$ cat src/rtl/data_memory.sv
// Byte-addressed, word-organised data memory for the single-cycle MIPS load/store stage.
// Latency: writes commit on the rising clock edge; reads are combinational (zero cycles).
// Backpressure: none, and a read and a write can proceed in the same cycle.
module data_memory #(
   parameter int depth = 50,
   parameter int width = 32,
   parameter int BPW   = 4,
   localparam int AW   = $clog2(depth * BPW)
) (
   input  logic             clk,
   input  logic             reset_n,
   input  logic [AW-1:0]    read_address,
   input  logic [AW-1:0]    write_address,
   input  logic [width-1:0] write_data,
   input  logic             write_en,
   input  logic             read_en,
   output logic [width-1:0] read_data
);

   localparam int OFS = $clog2(BPW);
   localparam int IW  = (depth > 1) ? $clog2(depth) : 1;

   logic [width-1:0] mem [depth];

   logic [AW-1:0] rd_idx;
   logic [AW-1:0] wr_idx;
   logic          rd_ok;
   logic          wr_ok;

   // The low OFS address bits select a byte within the word and are ignored.
   assign rd_idx = read_address >> OFS;
   assign wr_idx = write_address >> OFS;
   assign rd_ok  = (rd_idx < AW'(depth));
   assign wr_ok  = (wr_idx < AW'(depth));

   always_ff @(posedge clk) begin
      if (!reset_n) begin
         for (int i = 0; i < depth; i++) begin
            mem[i] <= '0;
         end
      end else if (write_en && wr_ok) begin
         mem[wr_idx[IW-1:0]] <= write_data;
      end
   end

   // Disabled or out-of-range reads return zero, so no X reaches the datapath.
   always_comb begin
      read_data = '0;
      if (read_en && rd_ok) begin
         read_data = mem[rd_idx[IW-1:0]];
      end
   end

endmodule

$ cat config.mk
export PLATFORM = sky130hd
export DESIGN_NAME = data_memory
export DESIGN_NICKNAME = d
export VERILOG_FILES = /design/src/rtl/data_memory.sv
export SDC_FILE = /design/constraint.sdc
export NUM_CORES = 2
export LEC_CHECK = 0
export BUFFER_PORTS_ARGS = -buffer_cell sky130_fd_sc_hd__buf_2
export CAP_MARGIN = 10
export CORE_AREA = 2 2 399 401
export DETAILED_ROUTE_END_ITERATION = 12
export DIE_AREA = 0 0 401 403
export GPL_TIMING_DRIVEN = 0
export PLACE_DENSITY = 0.7
export SYNTH_ARGS = -nofsm -noshare
export SYNTH_HDL_FRONTEND = slang
export SYNTH_SLANG_ARGS = --single-unit
$ cat constraint.sdc
create_clock -name clk -period 5.72 [get_ports clk]
set_input_delay 1.144 -clock clk [delete_from_list [all_inputs] [get_ports clk]]
set_output_delay 1.144 -clock clk [all_outputs]
set_load 0.02 [all_outputs]
# After elaboration in Yosys (flattened, before gate mapping)
# Memory sizes are Yosys's and may differ from the RTL's.
# Cells that the tools add are included.
[op_classes] reduce_logical=3 order_cmp=2 mux=8
[ops] operator="32-bit 2-to-1 mux" count=2
[ops] operator="32-bit OR reduction" count=1
[ops] operator="6-bit < comparator (second input constant)" count=2
[ops] operator="6-bit 2-to-1 mux" count=1
[ops] operator="1-bit 2-to-1 mux" count=5
[ops] operator="1-bit logical AND" count=2
[totals] n_memories=1 ram_bits=1600 inputBits=52 reg_bits=0 wordCells=14
[mem_list] memory="mem" words=50 word_bits=32 rd=1 rd_clocked_by_memory_dff=0 write_ports=50 line_no="23" text="logic [width-1:0] mem [depth];"

# Longest topological paths before layout
[logic_depth] ltp_word=7 depth_mapped=11 mapped_depth_nobuf=5

# Worst setup path before layout
# No wires, ideal clock.
[synth_timing] kind="input port to flip-flop" from="in write_address[3]" to="mem mem[44][0], enable pin" path_slack_ps=1118 path_stages=3 path_buffers=1 t_required_ps=5254 t_arrival_ps=4136 setup_time_ps=466 path_cell_list="or3b_2 > clkbuf_1 > o21ai_0"
[synth_rtl] item="start, declared" line_no="13" text="input logic [AW-1:0] write_address,"
[synth_rtl] item="end, declared" line_no="23"

# Worst setup path in the final report
[layout_timing] from="in read_address[5]" to="out read_data[13]"
[layout_between] elab_chain_cells=3 word_cells_on_any_way=4
[layout_rtl] item="start, declared" line_no="12" text="input logic [AW-1:0] read_address,"
[layout_rtl] item="parallel branches: the longest is 2 deep, another holds memory read 50 x 32 bit"
[layout_rtl] item="32-bit 2-to-1 mux (*)" line_no="49" text="if (read_en && rd_ok) begin"
[layout_rtl] item="end, declared" line_no="17" text="output logic [width-1:0] read_data"
# Every way passes the cells marked *.

==> out/metrics.yaml <==
outcome:
  status: "complete, but fails checks"
  violations: "setup timing"
critical_path:
  crit_path_start_kind: "input pin"
  critical_path.max_stage_delay_ns: 0.67
  critPathRequiredTime_ns: 4.58
  critPathTopFamily: "buffers and inverters"
  critPathBufInv: 6
  critPathKind: "input pin to output port"
  path_cells: "buf_2 -> buf_2 -> buf_2 -> clkbuf_2 -> clkbuf_2 -> a21oi_1 -> nor2_1 -> o22ai_2 -> buf_2"
  arrival_ns: 4.83
  critPathCaptureType: "output port"
  crit_path_max_fanout: 10
  critPathSlowestCell: "clkbuf_2"
  crit_top_cell: "buf_2"
logic_synthesis:
  yosysMostFrequentCell: "edfxtp_1"
  yosysWarningCount: 0
  synth-edff-count: 1940
  yosys.area.top_type: "edfxtp_1"
  synth_commonest_cells: "edfxtp_1 (1940), and2_1 (1601), clkbuf_1 (391), mux4_2 (367), mux2i_1 (217)"
  ys_dominant_reg_cell: "edfxtp_1"
  netlist_area_um2: 85900
  synth_top_area_share_pct: 67.8
  synthArstFlopShare_pct: 0
  yosysSeqAreaShare_pct: 67.8
  avgSynthCellArea_um2: 16.1
  synthCells: 5344
  yosysUniqueCellTypes: 56
  ys_top_cells_by_area: "edfxtp_1 (68%), and2_1 (12%), mux4_2 (9.6%)"
  synth-seq-cells: 1940
timing:
  fmax_mhz: 167
  layout_min_cycle_time_ns: 5.97
  drv_slew: 0
  worst_pin_slew_ns: 1.38
  fin_crit_sh_pct: 104
  setup_viol: 30
  hold_viol: 0
  maxSlewHeadroom_pct: 7.91
  rsz0062_at_grt: "yes"
  worst_slack_ns: -0.254
grt:
  grt_max_degree: 25
  grt_pass1_vias: 51900
  grt_overflow_total: 0
  grtUsageTotal_pct: 40.2
  grt_pass1_wl_um: 433000
  antenna_found_initial: 32
floorplanning:
  ios: 84
  rows: 146
  core_um2: 157000
  start_util_pct: 54.6
  die_y_um: 403
  die_w_um: 401
  die_area_um2: 162000
clock_tree:
  cts.clk_slew.worst_paths_ns: 0.06
  cts_tree: "yes"
  cts_hold_buf: 0
  htree_levels: 4
  cts.path.max_buffers: 3
  cts_sinks: 1940
  cts_made_buffers: 198
  cts-root-buf: "clkbuf_16"
power_and_ir_drop:
  p_leak_nw: 34.9
  p_per_area_nw_per_um2: 327
  irDropWorstVdd_v: 0.000366
finish:
  top_register: "mem"
  largestRegisters: "mem x1940"
  fin_cells: 8299
  final_area_um2: 99200
  fin_nets: 6092
  final_layout_size_suffix_gt1_share_pct: 18.4
  synthToLayoutAreaGrowth_pct: 15.5
  largest_reg_flops: 1940
detailed_routing:
  dr.pass1.iters: 8
  drt-total-wl_um: 325000
  drc: 0
  vias: 54700
  final_antenna_net_count: 0
  vias_per_cell: 6.59
  wire_per_inst_um: 39.2
  drtIter0Drc: 10500
placed_design:
  io_buffers: 76
  gp_congestion: 1.04
  place_inst: 7910
  dp_hpwl_um: 226000
  placed_cell_area_um2: 92400
flow_run:
  cap_violations: 0
min_path:
  hold_class: "input pin to flop"
  worstHoldStart: "write_data[4]"
  min_to: "mem[50][4]$_DFFE_PP_"
  whs_path_depth: 1
[power breakdown]
part,total [mW],switching (mW),internal [mW]
clock,12.6,5.69,6.90
combinational,3.23,2.24,0.990
sequential,16.7,0.215,16.4
[routing by layer]
metal | GRT usage (%) | wire length [µm]
met1 | 51.7 | 111000
met2 | 55.0 | 132000
met3 | 19.0 | 57200
met4 | 24.9 | 25100
met5 | 0.862 | 124
[final cells by class]
class                           count  area [µm²]
Inverter                            1        3.75
Sequential cell                  1940       58300
Antenna cell                       25        62.6
Clock buffer                      256        5190
Tap cell                         2072        2590
Buffer                            522        2570
Timing Repair Buffer              160        2150
Multi-Input combinational cell   3217       27500
Fill cell                       11600       58300
Clock inverter                    106         893
[worst max path at each step]
| stage | endpoint | depth (start not counted) | from |
|---|---|---|---|
| 3_5_place_dp | read_data[27] | 9 | read_address[4] |
| 2_1_floorplan | mem[44][0]$_SDFFCE_PN0P_ | 3 | write_address[3] |
| 5_1_grt | read_data[11] | 10 | read_address[3] |
| 4_1_cts | read_data[1] | 11 | read_address[3] |
| 6_report | read_data[13] | 9 | read_address[5] |
| 3_3_place_gp | mem[24][26]$_SDFFCE_PN0P_ | 4 | write_address[4] |
[layout by cell type, fill, tap and decap left out, drive strengths merged, types with 16 or more instances in the layout]
cell type,netlist,routed
a22oi,62,62
nor2,57,57
clkbuf,393,650
and2,1601,1601
o221ai,62,62
mux2i,217,217
o21ai,80,80
edfxtp,1940,1940
a21oi,90,90
diode,0,25
a221oi,17,17
mux4,367,367
nand2,45,45
clkinv,0,84
conb,1,340
mux2,78,78
nand3,16,16
buf,132,287
a211oi,22,22
o22ai,34,34
a22o,22,22
[timing repair]
action / in CTS / in global routing
endpoints found under the setup margin: 32 / 27
gates resized for setup: 116 / 38
buffers inserted: 0 / 0
[kinds of logic (layout without fill, tap and decap cells)]
| family | after synthesis | count (layout) | share of synthesized area [%] |
|---|---|---|---|
| muxes | 662 | 662 | 13.2 |
| DFF | 1940 | 1940 | 67.8 |
| AOI/OAI and AO/OA | 453 | 453 | 3.66 |
| other | 1 | 365 | 0.00437 |
| buffers and inverters | 526 | 1045 | 2.81 |
| and+or+nand+nor | 1762 | 1762 | 12.5 |
[metrics by stage]
step / util (%) / setup TNS (ns) / setup WS [ns] / hold slack, ns / total power, mW
finish: 63.0 / -3.06 / -0.254 / 0.832 / 32.5
detailed placement: 58.7 / -24.87 / -1.16 / 1.66 / 19.9
floorplan: - / 0 / 1.12 / 1.24 / 18.3
CTS: 62.8 / 0 / 0.00139 / 0.747 / 32.2
global placement: 57.3 / -2851.23 / -2.25 / 1.66 / 19.8
global route: 63.0 / 0 / 0.00606 / 0.786 / 32.9
No activity file was read; power rests on OpenSTA's default activity.
